===== src/rtl/ft245_sff_bridge_pkg.sv =====
// Shared types and constants for the FT245 synchronous-FIFO bridge.
// Latency: n/a (declarations only).
// Backpressure: n/a.
// Contents: bridge FSM state enum, burst-counter width, default sizing.
package ft245_pkg;

  typedef enum logic [2:0] {
    ST_IDLE   = 3'd0,
    ST_RD_OE  = 3'd1,
    ST_RD     = 3'd2,
    ST_RD_END = 3'd3,
    ST_WR     = 3'd4,
    ST_WR_END = 3'd5
  } state_t;

  // Burst counters are 7 bits so a burst limit of up to 127 bytes fits.
  localparam int BURST_CNT_W      = 7;
  localparam int DEF_TX_DEPTH     = 16;
  localparam int DEF_RD_BURST_MAX = 64;
  localparam int DEF_WR_BURST_MAX = 64;

endpackage


===== src/rtl/ft245_sff_bridge_if.sv =====
// Pin and core-stream bundle of the FT245 bridge.
// Latency: n/a (wiring only).
// Backpressure: ingress has none; egress reports EFull and sticky EOvf.
// Ports: FT245 pins (RXFn, TXEn, RDn, WRn, OEn, DIn, DOut, DOutEn),
//        ingress stream (IValid, ID), egress stream (EValid, ED, EFull, EOvf).
// Build option FT245_COUNTERS_EN adds RxCount/TxCount transfer counters.
interface ft245_sff_bridge_if;
  logic       RXFn;
  logic       TXEn;
  logic       RDn;
  logic       WRn;
  logic       OEn;
  logic [7:0] DIn;
  logic [7:0] DOut;
  logic       DOutEn;
  logic       IValid;
  logic [7:0] ID;
  logic       EValid;
  logic [7:0] ED;
  logic       EFull;
  logic       EOvf;
`ifdef FT245_COUNTERS_EN
  logic [15:0] RxCount;
  logic [15:0] TxCount;
`endif

  // master = the bridge, slave = pads + core around it.
  modport master (
    input  RXFn, TXEn, DIn, EValid, ED,
    output RDn, WRn, OEn, DOut, DOutEn, IValid, ID, EFull, EOvf
`ifdef FT245_COUNTERS_EN
    , output RxCount, TxCount
`endif
  );

  modport slave (
    output RXFn, TXEn, DIn, EValid, ED,
    input  RDn, WRn, OEn, DOut, DOutEn, IValid, ID, EFull, EOvf
`ifdef FT245_COUNTERS_EN
    , input RxCount, TxCount
`endif
  );
endinterface


===== src/rtl/ft245_sff_bridge_sync_byte_fifo.sv =====
// Show-ahead byte FIFO used as the bridge egress buffer.
// Latency: a pushed byte is visible on o_dout the cycle after the push.
// Backpressure: o_full; push while full is ignored unless a pop frees a slot.
// Ports: Clk/ARst, i_push/i_din, i_pop, o_dout (head), o_full, o_empty, o_count.
module sync_byte_fifo #(
  parameter int DEPTH = 16,
  localparam int AW = $clog2(DEPTH),
  localparam int CW = AW + 1
) (
  input  logic          Clk,
  input  logic          ARst,
  input  logic          i_push,
  input  logic [7:0]    i_din,
  input  logic          i_pop,
  output logic [7:0]    o_dout,
  output logic          o_full,
  output logic          o_empty,
  output logic [CW-1:0] o_count
);

  logic [7:0]    r_mem [DEPTH];
  logic [AW-1:0] r_wr_ptr;
  logic [AW-1:0] r_rd_ptr;
  logic [CW-1:0] r_count;
  logic          w_do_push;
  logic          w_do_pop;

  assign o_full   = (r_count == CW'(DEPTH));
  assign o_empty  = (r_count == '0);
  assign o_count  = r_count;
  assign o_dout   = r_mem[r_rd_ptr];

  // A pop at full frees the slot the concurrent push lands in.
  assign w_do_pop  = i_pop && !o_empty;
  assign w_do_push = i_push && (!o_full || w_do_pop);

  always_ff @(posedge Clk or posedge ARst) begin
    if (ARst) begin
      for (int i = 0; i < DEPTH; i++) r_mem[i] <= '0;
      r_wr_ptr <= '0;
      r_rd_ptr <= '0;
      r_count  <= '0;
    end else begin
      if (w_do_push) begin
        r_mem[r_wr_ptr] <= i_din;
        r_wr_ptr        <= r_wr_ptr + AW'(1);
      end
      if (w_do_pop) r_rd_ptr <= r_rd_ptr + AW'(1);
      case ({w_do_push, w_do_pop})
        2'b10:   r_count <= r_count + CW'(1);
        2'b01:   r_count <= r_count - CW'(1);
        default: r_count <= r_count;
      endcase
    end
  end

endmodule


===== src/rtl/ft245_sff_bridge.sv =====
// FT245 synchronous-FIFO bridge: host bytes -> ingress stream, egress FIFO -> host.
// Latency: ingress byte on IValid/ID one cycle after its read edge; egress byte
//          drives DOut from the FIFO head (show-ahead).
// Backpressure: ingress none; egress EFull, bytes pushed while full dropped + EOvf.
// Ports: Clk, ARst (async, active-high), bus (ft245_sff_bridge_if.master).
// Build option FT245_COUNTERS_EN adds RxCount/TxCount (16-bit, wrapping).
module ft245_sff_bridge
  import ft245_pkg::*;
#(
  parameter int TX_DEPTH     = DEF_TX_DEPTH,
  parameter int RD_BURST_MAX = DEF_RD_BURST_MAX,
  parameter int WR_BURST_MAX = DEF_WR_BURST_MAX
) (
  input  logic               Clk,
  input  logic               ARst,
  ft245_sff_bridge_if.master bus
);

  localparam int CW = $clog2(TX_DEPTH) + 1;
  localparam logic [BURST_CNT_W-1:0] RD_MAX_C = BURST_CNT_W'(RD_BURST_MAX);
  localparam logic [BURST_CNT_W-1:0] WR_MAX_C = BURST_CNT_W'(WR_BURST_MAX);

  state_t                 r_state;
  logic                   r_rdn;
  logic                   r_wrn;
  logic                   r_oen;
  logic                   r_douten;
  logic                   r_last_rd;
  logic [BURST_CNT_W-1:0] r_burst_cnt;
  logic                   r_ivalid;
  logic [7:0]             r_id;
  logic                   r_eovf;

  logic                   w_fifo_full;
  logic                   w_fifo_empty;
  logic [CW-1:0]          w_fifo_cnt;
  logic [7:0]             w_fifo_head;
  logic                   w_push;
  logic                   w_pop;
  logic                   w_rd_xfer;
  logic                   w_wr_xfer;
  logic                   w_rx_pend;
  logic                   w_tx_pend;
  logic                   w_fifo_drains;
  logic [BURST_CNT_W-1:0] w_cnt_sat_rd;
  logic [BURST_CNT_W-1:0] w_cnt_sat_wr;

  assign w_rx_pend = !bus.RXFn;
  assign w_tx_pend = !bus.TXEn && !w_fifo_empty;

  // Strobes are low only inside their burst state, so the strobe alone
  // qualifies a transfer edge.
  assign w_rd_xfer = !r_rdn && !bus.RXFn;
  assign w_wr_xfer = !r_wrn && !bus.TXEn;

  assign w_push = bus.EValid && !w_fifo_full;
  assign w_pop  = w_wr_xfer;

  // Last byte leaves on this edge and nothing refills it.
  assign w_fifo_drains = w_pop && !w_push && (w_fifo_cnt == CW'(1));

  assign w_cnt_sat_rd = (r_burst_cnt >= RD_MAX_C) ? RD_MAX_C : r_burst_cnt + BURST_CNT_W'(1);
  assign w_cnt_sat_wr = (r_burst_cnt >= WR_MAX_C) ? WR_MAX_C : r_burst_cnt + BURST_CNT_W'(1);

  sync_byte_fifo #(.DEPTH(TX_DEPTH)) u_fifo (
    .Clk     (Clk),
    .ARst    (ARst),
    .i_push  (w_push),
    .i_din   (bus.ED),
    .i_pop   (w_pop),
    .o_dout  (w_fifo_head),
    .o_full  (w_fifo_full),
    .o_empty (w_fifo_empty),
    .o_count (w_fifo_cnt)
  );

  // Bus FSM. Strobe registers are loaded with the values of the state being
  // entered, so every pin output is a flop.
  always_ff @(posedge Clk or posedge ARst) begin
    if (ARst) begin
      r_state     <= ST_IDLE;
      r_rdn       <= 1'b1;
      r_wrn       <= 1'b1;
      r_oen       <= 1'b1;
      r_douten    <= 1'b0;
      r_last_rd   <= 1'b0;
      r_burst_cnt <= '0;
    end else begin
      case (r_state)
        ST_IDLE: begin
          // RX wins a tie unless the previous burst was already a read.
          if (w_rx_pend && (!w_tx_pend || !r_last_rd)) begin
            r_state     <= ST_RD_OE;
            r_oen       <= 1'b0;
            r_burst_cnt <= '0;
          end else if (w_tx_pend) begin
            r_state     <= ST_WR;
            r_wrn       <= 1'b0;
            r_douten    <= 1'b1;
            r_burst_cnt <= '0;
          end
        end
        ST_RD_OE: begin
          r_state <= ST_RD;
          r_rdn   <= 1'b0;
        end
        ST_RD: begin
          if (w_rd_xfer) r_burst_cnt <= w_cnt_sat_rd;
          if (bus.RXFn || (w_cnt_sat_rd == RD_MAX_C)) begin
            r_state <= ST_RD_END;
            r_rdn   <= 1'b1;
            r_oen   <= 1'b1;
          end
        end
        ST_RD_END: begin
          r_state   <= ST_IDLE;
          r_last_rd <= 1'b1;
        end
        ST_WR: begin
          if (w_wr_xfer) r_burst_cnt <= w_cnt_sat_wr;
          if (bus.TXEn || w_fifo_drains || (w_cnt_sat_wr == WR_MAX_C)) begin
            r_state  <= ST_WR_END;
            r_wrn    <= 1'b1;
            r_douten <= 1'b0;
          end
        end
        ST_WR_END: begin
          r_state   <= ST_IDLE;
          r_last_rd <= 1'b0;
        end
        default: begin
          r_state  <= ST_IDLE;
          r_rdn    <= 1'b1;
          r_wrn    <= 1'b1;
          r_oen    <= 1'b1;
          r_douten <= 1'b0;
        end
      endcase
    end
  end

  // Ingress capture and sticky overflow flag.
  always_ff @(posedge Clk or posedge ARst) begin
    if (ARst) begin
      r_ivalid <= 1'b0;
      r_id     <= '0;
      r_eovf   <= 1'b0;
    end else begin
      r_ivalid <= w_rd_xfer;
      if (w_rd_xfer) r_id <= bus.DIn;
      if (bus.EValid && w_fifo_full) r_eovf <= 1'b1;
    end
  end

`ifdef FT245_COUNTERS_EN
  logic [15:0] r_rx_count;
  logic [15:0] r_tx_count;

  always_ff @(posedge Clk or posedge ARst) begin
    if (ARst) begin
      r_rx_count <= '0;
      r_tx_count <= '0;
    end else begin
      if (w_rd_xfer) r_rx_count <= r_rx_count + 16'd1;
      if (w_wr_xfer) r_tx_count <= r_tx_count + 16'd1;
    end
  end

  assign bus.RxCount = r_rx_count;
  assign bus.TxCount = r_tx_count;
`endif

  assign bus.RDn    = r_rdn;
  assign bus.WRn    = r_wrn;
  assign bus.OEn    = r_oen;
  assign bus.DOutEn = r_douten;
  assign bus.DOut   = w_fifo_head;
  assign bus.IValid = r_ivalid;
  assign bus.ID     = r_id;
  assign bus.EFull  = w_fifo_full;
  assign bus.EOvf   = r_eovf;

endmodule


===== src/flat_wrapper.sv =====
// flat-port wrapper written by rule: the top's interface ports become plain ports
module ft245_sff_bridge_flat import ft245_pkg::*;
#(
  parameter int TX_DEPTH     = DEF_TX_DEPTH,
  parameter int RD_BURST_MAX = DEF_RD_BURST_MAX,
  parameter int WR_BURST_MAX = DEF_WR_BURST_MAX
)
  (Clk, ARst, bus_RXFn, bus_TXEn, bus_DIn, bus_EValid, bus_ED, bus_RDn, bus_WRn, bus_OEn, bus_DOut, bus_DOutEn, bus_IValid, bus_ID, bus_EFull, bus_EOvf);
  ft245_sff_bridge_if bus_i ();
  input  logic Clk;
  input  logic ARst;
  input wire logic [$bits(bus_i.RXFn)-1:0] bus_RXFn;
  input wire logic [$bits(bus_i.TXEn)-1:0] bus_TXEn;
  input wire logic [$bits(bus_i.DIn)-1:0] bus_DIn;
  input wire logic [$bits(bus_i.EValid)-1:0] bus_EValid;
  input wire logic [$bits(bus_i.ED)-1:0] bus_ED;
  output wire logic [$bits(bus_i.RDn)-1:0] bus_RDn;
  output wire logic [$bits(bus_i.WRn)-1:0] bus_WRn;
  output wire logic [$bits(bus_i.OEn)-1:0] bus_OEn;
  output wire logic [$bits(bus_i.DOut)-1:0] bus_DOut;
  output wire logic [$bits(bus_i.DOutEn)-1:0] bus_DOutEn;
  output wire logic [$bits(bus_i.IValid)-1:0] bus_IValid;
  output wire logic [$bits(bus_i.ID)-1:0] bus_ID;
  output wire logic [$bits(bus_i.EFull)-1:0] bus_EFull;
  output wire logic [$bits(bus_i.EOvf)-1:0] bus_EOvf;
  assign bus_i.RXFn = bus_RXFn;
  assign bus_i.TXEn = bus_TXEn;
  assign bus_i.DIn = bus_DIn;
  assign bus_i.EValid = bus_EValid;
  assign bus_i.ED = bus_ED;
  assign bus_RDn = bus_i.RDn;
  assign bus_WRn = bus_i.WRn;
  assign bus_OEn = bus_i.OEn;
  assign bus_DOut = bus_i.DOut;
  assign bus_DOutEn = bus_i.DOutEn;
  assign bus_IValid = bus_i.IValid;
  assign bus_ID = bus_i.ID;
  assign bus_EFull = bus_i.EFull;
  assign bus_EOvf = bus_i.EOvf;
  ft245_sff_bridge #(.TX_DEPTH(TX_DEPTH), .RD_BURST_MAX(RD_BURST_MAX), .WR_BURST_MAX(WR_BURST_MAX)) u_core (.Clk(Clk), .ARst(ARst), .bus(bus_i));
endmodule

===== config.mk =====
export PLATFORM = sky130hd
export DESIGN_NAME = ft245_sff_bridge_flat
export DESIGN_NICKNAME = d
export VERILOG_FILES = /design/src/rtl/ft245_sff_bridge_pkg.sv /design/src/rtl/ft245_sff_bridge_if.sv /design/src/rtl/ft245_sff_bridge_sync_byte_fifo.sv /design/src/rtl/ft245_sff_bridge.sv /design/src/flat_wrapper.sv
export SDC_FILE = /design/constraint.sdc
export NUM_CORES = 1
export LEC_CHECK = 0
export CORE_ASPECT_RATIO = 1.5
export CORE_UTILIZATION = 60
export CTS_CLUSTER_DIAMETER = 200
export DETAILED_ROUTE_END_ITERATION = 16
export GPL_TIMING_DRIVEN = 0
export PLACE_DENSITY_LB_ADDON = 0.15
export SETUP_SLACK_MARGIN = 0.15
export SYNTH_ARGS = -nofsm -noshare
export SYNTH_HDL_FRONTEND = slang
export SYNTH_SLANG_ARGS = --single-unit

===== constraint.sdc =====
create_clock -name Clk -period 6.5 [get_ports Clk]
set_input_delay 1.3 -clock Clk [delete_from_list [all_inputs] [get_ports Clk]]
set_output_delay 1.3 -clock Clk [all_outputs]
set_load 0.005 [all_outputs]

After elaboration in Yosys (flattened, before gate mapping). Index checks and enable logic that the tools add are counted.

Flip-flop bits (word level): 166. Input port bits: 21. Output and inout port bits: 23. Logic and storage cells: 130.

$add $sub $neg: 5. Magnitude comparators: 4. Eq/ne operators: 18. Muxes and demuxes: 31. Bitwise logic cells: 5. Reduce and logical (&&, ||, !) cells: 38.

Operator list (count): bitwise mux 128 bit (1); 2-to-1 mux 7 bit (5); binary-select mux 8 bit (select 4 bit) (1); demux 8 bit (select 4 bit) (1); 2-to-1 mux 8 bit (3); one-hot mux 7 bit (3 select lines) (1); 2-to-1 mux 3 bit (4); one-hot mux 1 bit (3 select lines) (4); one-hot mux 3 bit (4 select lines) (1); OR reduction 4 bit (3); logical AND 1 bit (11); greater-or-equal comparator 5 bit (second input constant) (2); != test 2 x 1 -> 1 bit (second input constant) (5); inverter 4 -> 5 bit (2); one-hot mux 5 bit (2 select lines) (1); logical NOT 1 bit (9); adder 4 x 1 -> 4 bit (second input constant) (2); 2-to-1 mux 1 bit (8); AND reduction 4 bit (2); adder 7 x 1 -> 7 bit (second input constant) (1); equality test 7 bit (second input constant) (1); greater-or-equal comparator 7 bit (second input constant) (1); equality test 3 x 2 -> 1 bit (second input constant) (2); equality test 3 bit (second input constant) (2); other kinds (19) (28).

Logic depth before layout (Yosys ltp). Gate-level depths: netlist (run 1).

Depth after elaboration: 10. Gate-level depth with buffers: 9. Gate-level depth less buffers: 8.

By module. A second synthesis (run 1) with hierarchy kept.

Cell total of the unflattened synthesis: 571. Area total of the unflattened synthesis: 8388.0 sq um.

By module, submodules not included: sync_byte_fifo (instances 1, cells each 447, area each 7095.6 sq um); ft245_sff_bridge (instances 1, cells each 124, area each 1292.5 sq um).

Least setup slack after synthesis (run 1). No wires, ideal clock.

Path type: register to output. Start point: register u_core.u_fifo.r_rd_ptr[1]. End point: output port bus_DOut[0]. Arrival time: 1714 ps. Required time: 5200 ps. Slack: 3486 ps. Stages on the path, launching flop included: 5. Buffers on the path: 2. Path through: dfrtp_1 -> clkbuf_1 -> buf_1 -> mux4_2 -> mux4_2.

Word-level cells in the longest chain between the ends: 4.

Ends and longest elaborated chain: start, declared (RTL line ft245_sff_bridge_sync_byte_fifo.sv:23) `logic [AW-1:0] r_rd_ptr;`; start signal, assigned (RTL line ft245_sff_bridge_sync_byte_fifo.sv:48) `if (w_do_pop) r_rd_ptr <= r_rd_ptr + AW'(1);`; inverter 4 -> 5 bit (not written as such) (RTL line ft245_sff_bridge_sync_byte_fifo.sv:31) `assign o_dout = r_mem[r_rd_ptr];`; binary-select mux 8 bit (select 4 bit) (RTL line ft245_sff_bridge_sync_byte_fifo.sv:31); 2-to-1 mux 8 bit (not written as such) (2 in a row) (RTL line ft245_sff_bridge_sync_byte_fifo.sv:31); end, declared (RTL line flat_wrapper.sv:20) `output wire logic [$bits(bus_i.DOut)-1:0] bus_DOut;`.

Every way passes these cells. The select of a mux whose other input is x is not followed.

Worst setup path after layout (run 1).
Start point: register u_core.u_fifo.r_rd_ptr[1]. End point: output port bus_DOut[2].

The elaborated chain is that of the path after synthesis.

==> out/results.ini, run 1 <==
[floorplan]
core_area_um2 = 13000
initial_core_util_pct = 61.2
dieWidth_um = 95.8
die_y_um = 143
die_area_um2 = 13700
placementRows = 51
ioPinCount = 44

[cts]
root_buffer = clkbuf_16
cts_made_buffers = 17
clk_pin_slew_ns = 0.07
cts_resized = 0
cts_tree = done
ctsLongestPathBuffers = 2
holdBufCountCts = 0
ctsHtreeMaxLevel = 4
insertion_delay_ns = 0.43
cts.sinks = 166
post_cts.repair.setup_buffers = 0

[placed_design]
gp_congestion = 0.877
placedInstanceArea_um2 = 8580
dp.final_hpwl_mm = 11.4
placed_cells = 730
io_buffers = 42

[drt]
vias = 4648
routed_wire_length_per_instance_um = 21.0
drt_iter0_markers = 176
via_per_inst = 6.10
antenna_left = 0
postRouteWirelength_mm = 16.0
drt-pass1-iter-count = 4
drc_errors = 0

[cells_and_area]
antennaDiodeCount = 0
syn_to_final_growth_pct = 15.6
drive_above_1_share_pct = 41.1
finish.net_count = 623
stdcell_area_um2 = 9160
fin_cells = 762

[pwr]
intPower_w = 0.00318
seqPwrFrac_pct = 38.3
power_density_nw_per_um2 = 512
sw_frac_of_total_pct = 32.1
p_leak_nw = 3.91
p_clk_share_pct = 20.9
net-switching-power_w = 0.00151
ir_worst_vdd_uv = 274
totalPowerFinal_w = 0.00469
pwr-share-comb_pct = 40.8

[logic_synthesis]
synthCells = 528
synth_area_um2 = 7930
ys.warnings.count = 0
synthMuxAreaShare_pct = 31.2
synthArstFlopShare_pct = 100
syn_nets = 561
synth_cell_types = 55
ys_seq_elements = 166
synth_top_family_by_area = multiplexers
synthXorXnorAreaFrac_pct = 1.33
synth_edf_count = 0
synth.avg_cell_area_um2 = 15.0
synth_fa_ha_area_share_pct = 1.89
synth_compound_area_share_pct = 3.66
ys.flop_type = dfrtp_1
yosys.area_share.simple_pct = 6.92
synth_seq_area_share_pct = 52.5

[min_path]
min-delay-start = u_core.bus.EOvf
hold_path_class = flip-flop to flip-flop
hold_path_depth = 1

[critical_path]
critical_path_required_ns = 5.20
path_cells = clkbuf_1 -> buf_1 -> mux4_2 -> mux4_2 -> clkdlybuf4s50_1
cp_slowest_stage_delay_ns = 0.62
cp.arrival_ns = 3.15
startpoint_type = flip-flop
crit_buf_inv = 3
slowest_stage = buf_1
timing.rr.start = u_core.u_fifo.o_count[0]
rr_worst_depth = 8
crit_path_frequent_cell = mux4_2
cp_max_fo = 10
crit_cells = 5
crit_path_end_kind = primary output
crit_start = u_core.u_fifo.r_rd_ptr[1]
crit_family = buffers and inverters
setup.worst_path.class = flip-flop to primary output

[sta]
worst_pin_slew_ns = 0.955
period_needed_ns = 4.45
fin_crit_sh_pct = 68.4
rsz0062_at_grt = no
hold_violations = 0
fin_skew_ns = 0.00888
hold_ws_ns = 0.471
fin_setup_tns_ns = 0
timing.fmax_ghz = 0.225
setup_violations = 0
slew_headroom_pct = 35.8
maxSlewViolCount = 0

[global_routing]
grt_max_degree = 98
antenna_found_initial = 0
overflow = 0
track_usage_pct = 25.8
grt_pass1_vias = 5039
grt_pass1_wl_mm = 26.0

[run_status]
status = complete, no violations

[flow_run]
max_cap_viol_count = 0

final timing paths:
path | endpoint | slack [ns]
max in group asynchronous | u_core.u_fifo.r_mem[83] | 4.25
min | u_core.bus.EOvf | 0.47
min reg2reg | u_core.bus.EOvf | 0.47
min in group asynchronous | u_core.bus.ID[7] | 1.35
max | bus_DOut[2] | 2.05
max reg2reg | u_core.u_fifo.o_count[2] | 3.80
power by group through the flow:
stage	logic (W)	clock network [W]	registers (W)
2_1_floorplan	0.00140	0	0.00172
3_3_place_gp	0.00186	0	0.00176
3_5_place_dp	0.00192	0	0.00181
4_1_cts	0.00194	0.000998	0.00179
5_1_grt	0.00206	0.00104	0.00186
6_report	0.00191	0.000982	0.00180
worst reg2reg max path: stages, from the launching register on:
cell	delay [ns]
dfrtp_1	0.42
inv_1	0.11
ha_1	0.27
nor4b_4	0.18
nor3_1	0.75
ha_1	0.42
mux2i_1	0.21
nor2_1	0.07
xor2_1	0.14
sequential cells by signal, summed over array words and instances, names as in the netlist:
register	count
u_core.bus.EOvf	1
u_core.r_last_rd	1
u_core.bus.ID	8
u_core.u_fifo.r_mem	128
u_core.bus.DOutEn	1
u_core.r_burst_cnt	7
u_core.u_fifo.o_count	5
u_core.bus.RDn	1
u_core.u_fifo.r_rd_ptr	4
u_core.bus.OEn	1
u_core.r_state	3
u_core.u_fifo.r_wr_ptr	4
u_core.bus.IValid	1
u_core.bus.WRn	1
routing by layer:
layer	up-vias	GRT usage, %	wire (um)
li1	2104	-	-
met1	2426	30.7	6370
met2	96	46.4	8970
met3	22	4.79	419
met4	0	8.33	261
met5	-	0	0
layout by cell type (no fill, tap or decap), types with 3 or more instances in the layout:
cell type,Yosys,routed
xnor2_1,8,8
inv_6,0,5
a31oi_1,3,3
buf_2,4,4
ha_1,12,12
clkinvlp_4,0,3
o21ai_0,4,4
xor2_1,4,4
dfrtp_1,163,163
clkbuf_16,0,17
dfstp_2,3,3
nor2b_1,3,3
a21oi_1,10,10
nor2_1,14,14
o21a_1,3,3
or2_2,3,3
buf_4,4,4
buf_1,6,6
nor3_1,4,4
mux2i_1,3,3
inv_1,14,13
clkbuf_1,13,13
clkinv_4,0,5
o22ai_1,4,4
mux2_2,137,137
clkdlybuf4s50_1,0,42
nand3_2,8,8
nand2_1,11,11
mux4_2,40,40
nand3_1,5,5
nand3_4,4,4
o211ai_1,4,4
and3_1,3,3
cells by family after synthesis:
| family | Yosys count |
|---|---|
| AO/OA/AOI/OAI | 40 |
| adder cells (fa/ha/maj) | 12 |
| multiplexers | 180 |
| XOR/XNOR | 12 |
| flip-flops | 166 |
| AND/OR/NAND/NOR | 75 |
| buffers and inverters | 43 |
per-stage QoR:
step                      utilization, %  setup slack, ns
after floorplan                        -            0.715
after global placement              66.0            -1.06
after detailed placement            66.2             2.47
after CTS                           70.7             2.02
after global routing                70.7             1.96
final                               70.7             2.05
synth_stat cells (6+ instances only):
cell,count,area [um^2]
buf_1,6,22.5
dfrtp_1,163,4080
inv_1,14,52.6
a21oi_1,10,50.1
clkbuf_1,13,48.8
xnor2_1,8,70.1
nor2_1,14,52.6
ha_1,12,150
mux2_2,137,1540
nand3_2,8,80.1
mux4_2,40,901
nand2_1,11,41.3
cell type report:
cell class | instances | area [um^2]
Sequential cell | 166 | 4160
Clock inverter | 14 | 143
Inverter | 14 | 57.6
Fill cell | 890 | 3790
Multi-Input combinational cell | 319 | 3570
Clock buffer | 18 | 439
Buffer | 29 | 148
Timing Repair Buffer | 43 | 448
Tap cell | 159 | 199
(Power assumes the default switching activity.)
==> run 2, diff against run 1 <==
==> constraint.sdc (replaced) <==
create_clock -name Clk -period 4.3 [get_ports Clk]
set_input_delay 0.86 -clock Clk [delete_from_list [all_inputs] [get_ports Clk]]
set_output_delay 0.86 -clock Clk [all_outputs]
set_load 0.005 [all_outputs]
==> out/results.ini, run 2 (same netlist as run 1, synthesis figures left out) <==
[sta]
period_needed_ns = 4.04
maxSlewViolCount = 0  ; unchanged
fin_setup_tns_ns = 0  ; unchanged
setup_violations = 0  ; unchanged
hold_violations = 0  ; unchanged
timing.fmax_ghz = 0.247
slew_headroom_pct = 41.9  ; was 35.8%
rsz0062_at_grt = no  ; unchanged
fin_skew_ns = 0.0107  ; was 0.00888 ns
fin_crit_sh_pct = 94.1
worst_pin_slew_ns = 0.865  ; was 0.955 ns

[cts]
cts_made_buffers = 17  ; unchanged
cts.sinks = 166  ; unchanged
root_buffer = clkbuf_16  ; unchanged
cts_tree = done  ; unchanged
post_cts.repair.setup_buffers = 0  ; unchanged
cts_resized = 0  ; unchanged
ctsHtreeMaxLevel = 4  ; unchanged
clk_pin_slew_ns = 0.06  ; was 0.07 ns
ctsLongestPathBuffers = 2  ; unchanged
insertion_delay_ns = 0.42  ; was 0.43 ns
holdBufCountCts = 0  ; unchanged

[cells_and_area]
antennaDiodeCount = 0  ; unchanged
drive_above_1_share_pct = 41.4  ; was 41.1%
top_register = u_core.u_fifo.r_mem  ; unchanged
final_cell_mix = dfrtp_1, mux2_2, clkdlybuf4s50_1, mux4_2, clkbuf_16  ; unchanged
largest_register_ffs = 128  ; unchanged
layout_commonest_cell = dfrtp_1  ; unchanged
finish.net_count = 626  ; was 623
syn_to_final_growth_pct = 16.5  ; was 15.6%
stdcell_area_um2 = 9230  ; was 9160 um^2

[min_path]
min-delay-start = u_core.bus.EOvf  ; unchanged
hold_path_depth = 1  ; unchanged
hold_end = u_core.bus.EOvf  ; unchanged
hold_path_class = flip-flop to flip-flop  ; unchanged

[global_routing]
overflow = 0  ; unchanged
track_usage_pct = 25.9  ; was 25.8%
antenna_found_initial = 0  ; unchanged
grt_max_degree = 47  ; was 98
grt_pass1_wl_mm = 26.1  ; was 26.0 mm
grt_pass1_vias = 5052  ; was 5039

[drt]
drc_errors = 0  ; unchanged
postRouteWirelength_mm = 15.9  ; was 16.0 mm
drt_iter0_markers = 132  ; was 176
via_per_inst = 6.13  ; was 6.10
drt-pass1-iter-count = 4  ; unchanged
vias = 4691  ; was 4648
antenna_left = 0  ; unchanged
routed_wire_length_per_instance_um = 20.8  ; was 21.0 um

[critical_path]
critical_path_required_ns = 3.44  ; was 5.20 ns
setup.worst_path.class = flip-flop to primary output  ; unchanged
crit_path_end_kind = primary output  ; unchanged
cp_max_fo = 10  ; unchanged
timing.rr.start = u_core.u_fifo.o_count[0]  ; unchanged
regToRegEndpoint = u_core.u_fifo.o_count[4]  ; was u_core.u_fifo.o_count[2]
crit_start = u_core.u_fifo.r_rd_ptr[1]  ; unchanged
rr_worst_depth = 8  ; unchanged
ff2ff_setup_slack_ns = 1.66  ; was 3.80 ns
cp.arrival_ns = 3.18  ; was 3.15 ns
startpoint_type = flip-flop  ; unchanged

[pwr]
power_density_nw_per_um2 = 775  ; was 512 nW/um^2
ir_worst_vdd_uv = 378  ; was 274 uV
p_leak_nw = 3.95  ; was 3.91 nW

[placed_design]
dp.final_hpwl_mm = 11.7  ; was 11.4 mm
io_buffers = 42  ; unchanged
placedInstanceArea_um2 = 8630  ; was 8580 um^2
gp_congestion = 0.932  ; was 0.877

[run_status]
status = complete, no violations  ; unchanged

[flow_run]
max_cap_viol_count = 0  ; unchanged

[floorplan]
dieWidth_um = 95.8  ; unchanged
placementRows = 51  ; unchanged
die_y_um = 143  ; unchanged
die_area_um2 = 13700  ; unchanged
ioPinCount = 44  ; unchanged
core_area_um2 = 13000  ; unchanged
initial_core_util_pct = 61.2  ; unchanged

==> run 2: critical path, stage by stage (launching register included) <==
cell and delay [ns]:
dfrtp_1 0.34, clkbuf_1 0.36, buf_1 0.65, mux4_2 0.45
mux4_2 0.50, clkdlybuf4s50_1 0.46
==> run 2: how the worst max path moves through the flow <==
stage,cells past startpoint,endpoint,slack (ns)
3_5_place_dp,5,bus_DOut[5],0.64
3_3_place_gp,2,u_core.u_fifo.r_mem[1],0.16
6_report,5,bus_DOut[1],0.26
5_1_grt,5,bus_DOut[1],0.16
4_1_cts,5,bus_DOut[1],0.21
2_1_floorplan,1,u_core.bus.DOutEn,1.33
==> run 2: per-layer routing <==
layer	track usage, %	part of all wire (%)	vias up
li1	-	-	2104
met1	30.5	40	2491
met5	0	0	-
met4	8.88	1.7	0
met2	46.5	56	73
met3	4.79	2.4	23
==> run 2: report_power, final <==
| group | total [W] | switching [W] | leakage, nW | internal (W) |
|---|---|---|---|---|
| clock network | 0.00154 | 0.000651 | 0.300 | 0.000889 |
| registers | 0.00271 | 0.000415 | 2.05 | 0.00230 |
| logic | 0.00291 | 0.00121 | 1.60 | 0.00170 |
| total | 0.00716 | 0.00228 | 3.95 | 0.00488 |
==> run 2: layout make-up <==
type	count	area (um^2)
sequential	166	4160
fill	884	3720
multi-input combinational	319	3570
timing repair buffer	46	500
clock buffer	18	439
tap	159	199
clock inverter	14	166
buffer	29	148
inverter	14	56.3
==> run 2: stage by stage <==
step	util (%)	std cells	hold WS [ns]	worst slack, ns	power (W)
after floorplan	-	528	0.451	1.33	0.00471
after global placement	66.0	729	0.443	0.158	0.00546
after detailed placement	66.6	733	0.452	0.645	0.00565
after CTS	71.3	765	0.466	0.214	0.00721
after global routing	71.3	765	0.499	0.162	0.00757
final	71.3	765	0.462	0.256	0.00716
==> run 3, diff against run 2 <==
--- a/config.mk
+++ b/config.mk
@@ -6,11 +6,11 @@
 export NUM_CORES = 1
 export LEC_CHECK = 0
 export CORE_ASPECT_RATIO = 1.5
-export CORE_UTILIZATION = 60
+export CORE_UTILIZATION = 45
 export CTS_CLUSTER_DIAMETER = 200
 export DETAILED_ROUTE_END_ITERATION = 16
-export GPL_TIMING_DRIVEN = 0
 export PLACE_DENSITY_LB_ADDON = 0.15
+export RECOVER_POWER = 25
 export SETUP_SLACK_MARGIN = 0.15
 export SYNTH_ARGS = -nofsm -noshare
 export SYNTH_HDL_FRONTEND = slang
==> out/results.ini, run 3 (same netlist as run 1, synthesis figures left out) <==
[run_status]
status = finished, violations left  ; was complete, no violations
violations = max-capacitance violations, max-slew violations

[critical_path]
cp_max_fo = 24  ; was 10
crit_path_end_kind = primary output  ; unchanged
cp.arrival_ns = 2.84  ; was 3.18 ns
crit_path_frequent_cell = mux4_2  ; unchanged
path_cells = buf_12 -> mux4_2 -> mux4_2 -> clkdlybuf4s50_1  ; was clkbuf_1 -> buf_1 -> mux4_2 -> mux4_2 -> clkdlybuf4s50_1
cp_slowest_stage_delay_ns = 0.63  ; was 0.65 ns
setup.worst_path.class = flip-flop to primary output  ; unchanged
slowest_stage = dfrtp_2  ; was buf_1
critical_path_required_ns = 3.44  ; about the same
startpoint_type = flip-flop  ; unchanged

[global_routing]
grt_max_degree = 74  ; was 47
grt_pass1_vias = 5007  ; was 5052
track_usage_pct = 21.1  ; was 25.9%
overflow = 0  ; unchanged
antenna_found_initial = 0  ; unchanged
grt_pass1_wl_mm = 27.4  ; was 26.1 mm

[sta]
slew_headroom_pct = -6.85  ; was 41.9%
maxSlewViolCount = 68  ; was 0
setup_violations = 0  ; unchanged
timing.fmax_ghz = 0.270  ; was 0.247 GHz
fin_skew_ns = 0.00833  ; was 0.0107 ns
fin_setup_tns_ns = 0  ; unchanged
hold_ws_ns = 0.462  ; about the same
setup_slack_ns = 0.596  ; was 0.256 ns
rsz0062_at_grt = no  ; unchanged
hold_violations = 0  ; unchanged
worst_pin_slew_ns = 1.60  ; was 0.865 ns
fin_crit_sh_pct = 86.1  ; was 94.1%
period_needed_ns = 3.70  ; was 4.04 ns

[pwr]
pwr-share-comb_pct = 37.6  ; was 40.6%
ir_worst_vdd_uv = 381  ; was 378 uV
p_leak_nw = 3.87  ; was 3.95 nW
net-switching-power_w = 0.00216  ; was 0.00228 W
power_density_nw_per_um2 = 769  ; was 775 nW/um^2
seqPwrFrac_pct = 40.7  ; was 37.9%
p_clk_share_pct = 21.6  ; was 21.5%
sw_frac_of_total_pct = 30.8  ; was 31.8%
intPower_w = 0.00486  ; was 0.00488 W

[cts]
ctsLongestPathBuffers = 2  ; unchanged
ctsHtreeMaxLevel = 4  ; unchanged
root_buffer = clkbuf_16  ; unchanged
holdBufCountCts = 0  ; unchanged
cts_resized = 0  ; unchanged
cts.sinks = 166  ; unchanged
cts_made_buffers = 17  ; unchanged
post_cts.repair.setup_buffers = 0  ; unchanged
insertion_delay_ns = 0.42  ; about the same
cts_tree = done  ; unchanged
clk_pin_slew_ns = 0.06  ; about the same

[drt]
via_per_inst = 5.72  ; was 6.13
vias = 4536  ; was 4691
drc_errors = 0  ; unchanged
postRouteWirelength_mm = 17.0  ; was 15.9 mm
drt-pass1-iter-count = 4  ; unchanged
routed_wire_length_per_instance_um = 21.4  ; was 20.8 um
antenna_left = 0  ; unchanged
drt_iter0_markers = 211  ; was 132

[cells_and_area]
final_util_pct = 52.8  ; was 71.3%
syn_to_final_growth_pct = 15.1  ; was 16.5%
final.fill_count = 1471  ; was 884
drive_above_1_share_pct = 41.6  ; was 41.4%
finish.net_count = 600  ; was 626
largest_register_ffs = 128  ; unchanged
antennaDiodeCount = 0  ; unchanged
final_cell_mix = dfrtp_1, mux2_2, clkdlybuf4s50_1, mux4_2, clkbuf_16  ; unchanged
layout_commonest_cell = dfrtp_1  ; unchanged
top_register = u_core.u_fifo.r_mem  ; unchanged
fin_cells = 793  ; was 765

[floorplan]
die_y_um = 165  ; was 143 um
dieWidth_um = 110  ; was 95.8 um
die_area_um2 = 18200  ; was 13700 um^2
ioPinCount = 44  ; unchanged
initial_core_util_pct = 45.9  ; was 61.2%
placementRows = 59  ; was 51
core_area_um2 = 17300  ; was 13000 um^2

[placed_design]
dp.final_hpwl_mm = 10.8  ; was 11.7 mm
placed_cells = 761  ; was 733
gp_congestion = 0.784  ; was 0.932
io_buffers = 43  ; was 42
place_ws_ns = 0.990  ; was 0.645 ns

[min_path]
hold_path_class = flip-flop to flip-flop  ; unchanged

[flow_run]
max_cap_viol_count = 1  ; was 0

[run 3: final cells by class]
class	instances	area, um^2	share of cell area (%)
Sequential cell	166	4160	45.6
Inverter	14	53.8	0.590
Clock inverter	10	120	1.32
Clock buffer	22	474	5.20
Multi-Input combinational cell	319	3550	38.9
Tap cell	213	267	2.92
Timing Repair Buffer	49	498	5.46
[run 3: per-stage QoR]
stage               total power (W)  instance area [um^2]
detailed placement          0.00557                  8560
global placement            0.00546                  8560
global route                0.00745                  9120
floorplan                   0.00471                  7930
CTS                         0.00711                  9160
finish                      0.00701                  9120
[run 3: metal layers]
metal | up-vias | global-route usage (%) | part of all wire (%)
met1 | 2361 | 25.1 | 40
li1 | 2055 | - | -
met4 | 0 | 8.55 | 2.8
met2 | 88 | 37.1 | 54
met5 | - | 0 | 0
met3 | 32 | 3.71 | 3.0
[run 3: critical path: cells and delay by family (launching register included)]
family,cells,cell delay [ns]
muxes,2,1.02
buffers and inverters,2,0.74
DFF,1,0.63
[run 3: final timing paths]
path	startpoint	end	slack [ns]	depth (start not counted)
max in group asynchronous	ARst	u_core.u_fifo.r_rd_ptr[0]	0.88	3
min in group asynchronous	ARst	u_core.bus.EOvf	1.19	2
setup / recovery	u_core.u_fifo.r_rd_ptr[0]	bus_DOut[7]	0.60	4
setup reg to reg	u_core.u_fifo.o_count[0]	u_core.u_fifo.o_count[3]	1.30	8
hold reg to reg	u_core.bus.EOvf	u_core.bus.EOvf	0.46	1
hold / removal	u_core.bus.EOvf	u_core.bus.EOvf	0.46	1
[run 3: power groups by stage]
stage / registers [W] / clock network [W] / logic [W]
2_1_floorplan: 0.00260 / 0 / 0.00211
3_3_place_gp: 0.00286 / 0 / 0.00260
3_5_place_dp: 0.00288 / 0 / 0.00269
4_1_cts: 0.00286 / 0.00156 / 0.00269
5_1_grt: 0.00296 / 0.00162 / 0.00287
6_report: 0.00286 / 0.00152 / 0.00264
